<file path="src/rtl/m_cycle_sequencer.sv">
// ============================================================================
// Module  : m_cycle_sequencer
// Purpose : One-hot T-state / M-cycle timing generator with HALT, wait-stall
//           and runaway-instruction (count overflow) detection.
// Rev     : 1.0  initial release
// ============================================================================
`default_nettype none

module m_cycle_sequencer #(
  parameter int COUNT_WIDTH = 8
) (
  input  logic                   i_Clk,
  input  logic                   i_Reset,
  input  logic                   i_Enable,
  input  logic                   i_IR_Fetch,
  input  logic                   i_Halt,
  input  logic                   i_Wake,
  input  logic                   i_Wait,
  output logic [3:0]             o_Cycle_Step,
  output logic [COUNT_WIDTH-1:0] o_Cycle_Count,
  output logic                   o_Fetch_Cycle,
  output logic                   o_Halted,
  output logic                   o_Overflow
);

  typedef enum logic [0:0] {
    ST_RUN  = 1'b0,
    ST_HALT = 1'b1
  } state_t;

  localparam logic [3:0]             STEP_T1     = 4'b0001;
  localparam logic [3:0]             STEP_NONE   = 4'b0000;
  localparam logic [1:0]             PH_LAST     = 2'd3;
  localparam logic [1:0]             PH_WAIT     = 2'd1;
  localparam logic [COUNT_WIDTH-1:0] COUNT_FIRST = COUNT_WIDTH'(1);

  state_t     state;
  logic [1:0] ph;

  logic boundary;
  logic stall;
  logic count_at_msb;

  assign boundary     = (ph == PH_LAST);
  assign stall        = (ph == PH_WAIT) && i_Wait;
  assign count_at_msb = o_Cycle_Count[COUNT_WIDTH-1];

  // Every output is a register; nothing decodes combinationally from inputs.
  always_ff @(posedge i_Clk or posedge i_Reset) begin
    if (i_Reset) begin
      state         <= ST_RUN;
      ph            <= 2'd0;
      o_Cycle_Step  <= STEP_T1;
      o_Cycle_Count <= COUNT_FIRST;
      o_Fetch_Cycle <= 1'b1;
      o_Halted      <= 1'b0;
      o_Overflow    <= 1'b0;
    end else if (i_Enable) begin
      case (state)
        ST_RUN: begin
          if (boundary) begin
            ph           <= 2'd0;
            o_Cycle_Step <= STEP_T1;
            if (i_IR_Fetch) begin
              o_Cycle_Count <= COUNT_FIRST;
              if (i_Halt && !i_Wake) begin
                state         <= ST_HALT;
                o_Cycle_Step  <= STEP_NONE;
                o_Fetch_Cycle <= 1'b0;
                o_Halted      <= 1'b1;
              end else begin
                o_Fetch_Cycle <= 1'b1;
              end
            end else if (count_at_msb) begin
              // Instruction never requested a fetch: restart and flag it.
              o_Cycle_Count <= COUNT_FIRST;
              o_Fetch_Cycle <= 1'b1;
              o_Overflow    <= 1'b1;
            end else begin
              o_Cycle_Count <= o_Cycle_Count << 1;
              o_Fetch_Cycle <= 1'b0;
            end
          end else if (!stall) begin
            ph           <= ph + 2'd1;
            o_Cycle_Step <= STEP_T1 << (ph + 2'd1);
          end
        end

        ST_HALT: begin
          if (boundary && i_Wake) begin
            state         <= ST_RUN;
            ph            <= 2'd0;
            o_Cycle_Step  <= STEP_T1;
            o_Cycle_Count <= COUNT_FIRST;
            o_Fetch_Cycle <= 1'b1;
            o_Halted      <= 1'b0;
          end else begin
            ph <= ph + 2'd1;
          end
        end

        default: begin
          state <= ST_RUN;
          ph    <= 2'd0;
        end
      endcase
    end
  end

endmodule

`default_nettype wire

</file>
<file path="config.mk">
export PLATFORM = sky130hd
export DESIGN_NAME = m_cycle_sequencer
export DESIGN_NICKNAME = d
export VERILOG_FILES = /design/src/rtl/m_cycle_sequencer.sv
export SDC_FILE = /design/constraint.sdc
export NUM_CORES = 1
export LEC_CHECK = 0
export BUFFER_PORTS_ARGS = -buffer_cell sky130_fd_sc_hd__buf_4
export CAP_MARGIN = 10
export CORE_MARGIN = 4
export CORE_UTILIZATION = 35
export CTS_CLUSTER_SIZE = 40
export DETAILED_ROUTE_END_ITERATION = 10
export SYNTH_ARGS = -nofsm -noshare
export SYNTH_HDL_FRONTEND = slang
export SYNTH_SLANG_ARGS = --single-unit
</file>
<file path="constraint.sdc">
create_clock -name i_Clk -period 1.6 [get_ports i_Clk]
set_clock_uncertainty 0.1 [all_clocks]
set_input_delay 0.16 -clock i_Clk [delete_from_list [all_inputs] [get_ports i_Clk]]
set_output_delay 0.16 -clock i_Clk [all_outputs]
set_load 0.02 [all_outputs]
</file>
After elaboration in Yosys (flattened, before gate mapping)
Cells that the tools add are included.
{"block": "totals", "regBits": 18, "input_bits": 7}
{"block": "classes", "addsub": 1, "eq_ne": 7, "n_shift": 1, "mux": 31, "bitwise_logic": 2, "n_reduce_logical": 9}
{"op": "$mux 8", "count": 4}
{"op": "$pmux 8 s2", "count": 1}
{"op": "$mux 1", "count": 15}
{"op": "$mux 4", "count": 3}
{"op": "$reduce_and 5->1", "count": 2}
{"op": "$pmux 4 s2", "count": 1}
{"op": "$mux 2", "count": 3}
{"op": "$ne 2x2->1 const B", "count": 3}
{"op": "$pmux 1 s2", "count": 3}
{"op": "$reduce_and 3->1", "count": 2}
{"op": "$pmux 2 s2", "count": 1}
{"op": "$shl 1x2->4 const A", "count": 1}
{"op": "$logic_and 1x1->1", "count": 3}
{"op": "$ne 3x3->1 const B", "count": 1}
{"op": "$add 2x1->2 const B", "count": 1}
{"op": "$eq 2x1->1 const B", "count": 1}
{"op": "$eq 2x2->1 const B", "count": 1}
{"op": "$ne 2x1->1 const B", "count": 1}
{"op": "$not 1->1", "count": 2}
{"op": "$reduce_and 2->1", "count": 1}
{"op": "$logic_not 1->1", "count": 1}

Depth between registers and ports, before layout
{"block": "logic_depth", "depth_word": 6, "depth_mapped": 5, "ltp_nobuf": 5}

Worst setup path after synthesis
No wires, ideal clock.
{"block": "synth_timing", "kind": "flip-flop to flip-flop", "from": "register ph[0]", "to": "register ph[1]", "setup_ps": 125, "arrival_time_ps": 1413, "required_ps": 1375, "setup_slack_ps": -38, "stages_incl_launch_ff": 5, "path_buffers": 0, "period_less_slack_ps": 1638, "cell_sequence": "dfrtp_1 -> ha_1 -> nand3b_1 -> o21ai_1 -> mux2_2"}
{"block": "synth_via", "elab_chain_len": 4, "elab_cells_between_ends": 11, "classes_between": "1 x add/sub; 3 x eq/ne; 4 x mux; 3 x reduce/logical"}
{"item": "start: declaration", "line": "38", "rtl": "logic [1:0] ph;"}
{"item": "start signal: assignment", "line": "84", "rtl": "ph <= ph + 2'd1;"}
{"item": "start signal: assignment", "line": "98", "rtl": "ph <= ph + 2'd1;"}
{"item": "$add 2x1->2 (tied with other cells)", "line": "84, 98"}
{"item": "$mux 2 (tied with other cells)", "line": "83", "rtl": "end else if (!stall) begin"}
{"item": "$mux 2 (tied with other cells)", "line": "61", "rtl": "if (boundary) begin"}
{"item": "$pmux 2 s2 / $reduce_and 2->1 (equally long branches)"}
Parallel ways exist; a longest one is shown, timed or not. The select of a mux whose other input is x is not followed.
A chain may end at the register's enable or synchronous reset.

Final worst setup path
{"block": "layout_timing", "from": "register ph[1]", "to": "register o_Cycle_Step[0]"}
{"block": "layout_via", "elab_chain_len": 5, "elab_cells_between_ends": 12, "classes_between": "1 x add/sub; 4 x eq/ne; 1 x shift; 3 x mux; 3 x reduce/logical"}
{"item": "$add 2x1->2", "line": "85", "rtl": "o_Cycle_Step <= STEP_T1 << (ph + 2'd1);"}
{"item": "$shl 1x2->4", "line": "85"}
{"item": "$mux 4", "line": "83"}
{"item": "$mux 4", "line": "61"}
{"item": "$pmux 4 s2", "line": "59", "rtl": "case (state)"}
{"item": "end signal: assignment", "line": "85"}
{"item": "end: declaration", "line": "19", "rtl": "output logic [3:0] o_Cycle_Step,"}
Parallel ways exist; a longest one is shown, timed or not. The select of a mux whose other input is x is not followed.

==> flow_metrics.env <==
export IMPL_synth_area_um2=919.6
export IMPL_path_clk_slew_ns=0.11
export IMPL_cp_data_arrival_time_ns=1.72
export IMPL_core_rowCount=18
export IMPL_maxSlewViolCount=0
export IMPL_ctsRootBufferMaster="clkbuf_4"
export IMPL_ir_drop_mv=1.104
export IMPL_ff2ff_path_depth=4
export IMPL_drtIter0Drc=12
export IMPL_r2r_end="o_Cycle_Step[0]"
export IMPL_synthAdderAreaFrac_pct=8.163
export IMPL_fmax_mhz=630.1
export IMPL_syn_avg_cell_area_um2=11.35
export IMPL_cts_htree_levels=1
export IMPL_routed_via_density=4.826
export IMPL_tightest_slew_ns=0.4543
export IMPL_yosysSeqAreaShare_pct=49.39
export IMPL_synth_xor_area_share_pct=0.9524
export IMPL_min_path_cells=3
export IMPL_hold_end="o_Overflow"
export IMPL_r2r_setup_slack_ns=0.01
export IMPL_layout_common_cells="buf_4 (26), inv_1 (14), dfrtp_1 (14), mux2i_1 (9), nand2_1 (8)"
export IMPL_grt_usage_pct=12.60
export IMPL_synth_seq_cells=18
export IMPL_die_w_um=59.26
export IMPL_period_needed_ns=1.587
export IMPL_crit_fanout=5
export IMPL_synth_warnings=0
export IMPL_timing_final_crit_share_pct=99.19
export IMPL_grt_pass1_vias=732
export IMPL_diodes=0
export IMPL_rsz0062_at_grt="yes"
export IMPL_syn_nets=94
export IMPL_crit_path_end_kind="flip-flop"
export IMPL_reg2reg_from="ph[1]"
export IMPL_status="finished clean"
export IMPL_place_congestion=0.7703
export IMPL_setup_violations=0
export IMPL_clockBufferDepth=2
export IMPL_synth_mux_area_share_pct=12.65
export IMPL_nNetsFinal=128
export IMPL_required_ns=1.73
export IMPL_dp_final_hpwl_um=1419
export IMPL_core_area_mm2=0.002500
export IMPL_total_power_mw=2.403
export IMPL_ios=22
export IMPL_hold_viol_final=0
export IMPL_initial_core_util_pct=36.79
export IMPL_numPortBuffers=21
export IMPL_die_area_mm2=0.003512
export IMPL_synth_cells=81
export IMPL_drive_gt1_share_pct=41.23
export IMPL_antenna_left=0
export IMPL_power_density_mw_per_mm2=1909
export IMPL_grt_pass1_wl_um=3346
export IMPL_die_h_um=59.26
export IMPL_antenna_found_initial=0
export IMPL_min_delay_start="i_Enable"
export IMPL_num_vias=695
export IMPL_cp_start_kind="flip-flop"
export IMPL_drc=0
export IMPL_yosysUniqueCellTypes=26
export IMPL_relSlewSlack_pct=69.55
export IMPL_nFillCells=241
export IMPL_grt_overflow=0
export IMPL_synth_simple_area_share_pct=10.07
export IMPL_area_growth_pct=36.87
export IMPL_drv_cap=0
export IMPL_firstDrtPassIters=4
export IMPL_numCtsBuffers=3
export IMPL_min_path_type="primary input to flip-flop"
export IMPL_cts_tree="yes"
export IMPL_wl_per_cell_um=13.14
export IMPL_clkLatencyLatePin_ns=0.29
export IMPL_startpoint="ph[1]"
export IMPL_path_class="flip-flop to flip-flop"
export IMPL_synth_compound_area_share_pct=10.20
export IMPL_wirelength_um=1892
export IMPL_fin_cells=144
export IMPL_multiInputGateArea_um2=434.2
export IMPL_grt_max_degree=19
export IMPL_p_leak_nw=0.6033
export IMPL_clock_sinks=18
export IMPL_dp_cells=136
export IMPL_final_common_cell="buf_4"
export IMPL_synth_top_family_by_area="multiplexers"
export IMPL_final_seq_area_um2=455.4
## worst max-delay path by stage
stage	end	cells past startpoint	slack, ns
after floorplan	ph[1]	4	0.03
after global placement	ph[1]	4	0.05
after detailed placement	o_Cycle_Count[7]	5	-0.01
after CTS	ph[1]	4	0.002
after global routing	o_Cycle_Step[0]	4	-0.07
final	o_Cycle_Step[0]	4	0.01
## power breakdown
part           switching, mW  internal, mW
clock                  0.141        0.0969
combinational          0.652         0.646
sequential             0.185         0.683
total                  0.977          1.43
## Yosys cell counts (all sizes together)
cell,instances,area [um2]
mux2i,9,90.09
a31oi,1,12.51
o41ai,1,8.760
a2bb2oi,1,8.760
inv,15,56.30
xnor2,1,8.760
o21ai,2,10.00
a211oi,1,7.510
dfstp,3,78.83
a21oi,2,13.76
buf,2,22.52
mux2,2,26.27
o22ai,1,6.260
or3,1,6.260
nand2,8,30.03
nand3b,2,15.01
and3,2,12.51
ha,6,75.07
nand3,1,5.000
a22o,3,26.28
nor3,1,10.01
nand2b,1,13.76
dfrtp,15,375.4
## stage by stage
stage | instance area (um2) | setup WS [ns] | hold slack (ns) | TNS, ns | utilization (%)
finish | 1259 | 0.01288 | 0.1032 | 0 | 50.35
global route | 1259 | -0.06622 | 0.1147 | -0.1754 | 50.35
CTS | 1242 | 0.002470 | 0.08958 | 0 | 49.70
detailed placement | 1144 | -0.01202 | 0.1022 | -0.03547 | 45.75
global placement | 1144 | 0.05345 | 0.1003 | 0 | 45.75
floorplan | 925.9 | 0.03179 | -0.003619 | 0 | -
## critical path: stages, from the launching register on
cell	delay, ns
dfrtp_2	0.47
ha_4	0.19
nand3b_1	0.21
a31oi_2	0.34
mux2i_1	0.22
## metal layers
metal  wire length (um)  GRT usage [%]  vias to the layer above
met1                834          15.37                      341
met3                111          4.357                        2
li1                   -              -                      337
met5                  0              0                        -
met4                 10          3.883                        0
met2                935          20.75                       15
## state kept, by name, indices dropped and copies added, names as in the netlist
| register | count |
|---|---|
| o_Overflow | 1 |
| o_Fetch_Cycle | 1 |
| o_Cycle_Step | 4 |
| o_Halted | 1 |
| o_Cycle_Count | 8 |
| ph | 2 |
| state | 1 |
## what timing repair did
action | CTS | global route
hold endpoints to repair | 16 | 0
setup buffers | 3 | 0
gates cloned | 0 | 0
setup endpoints to repair | 10 | 12
hold buffers | 2 | 0
pin swaps | 2 | 3
resized for setup | 7 | 4
## layout make-up
cell class,count,share of cell area [%]
clock buffers,4,2.087
inverters,15,4.473
well taps,30,2.982
multi-input cells,46,34.49
repair buffers,31,19.78
flip-flops and latches,18,36.18
## logic make-up after synthesis
family / after synthesis
buf+inv: 17
simple gates: 16
xor+xnor: 1
compound gates: 12
flops: 18
fa+ha+maj: 6
mux: 11
Power figures use the tool's default switching activity.
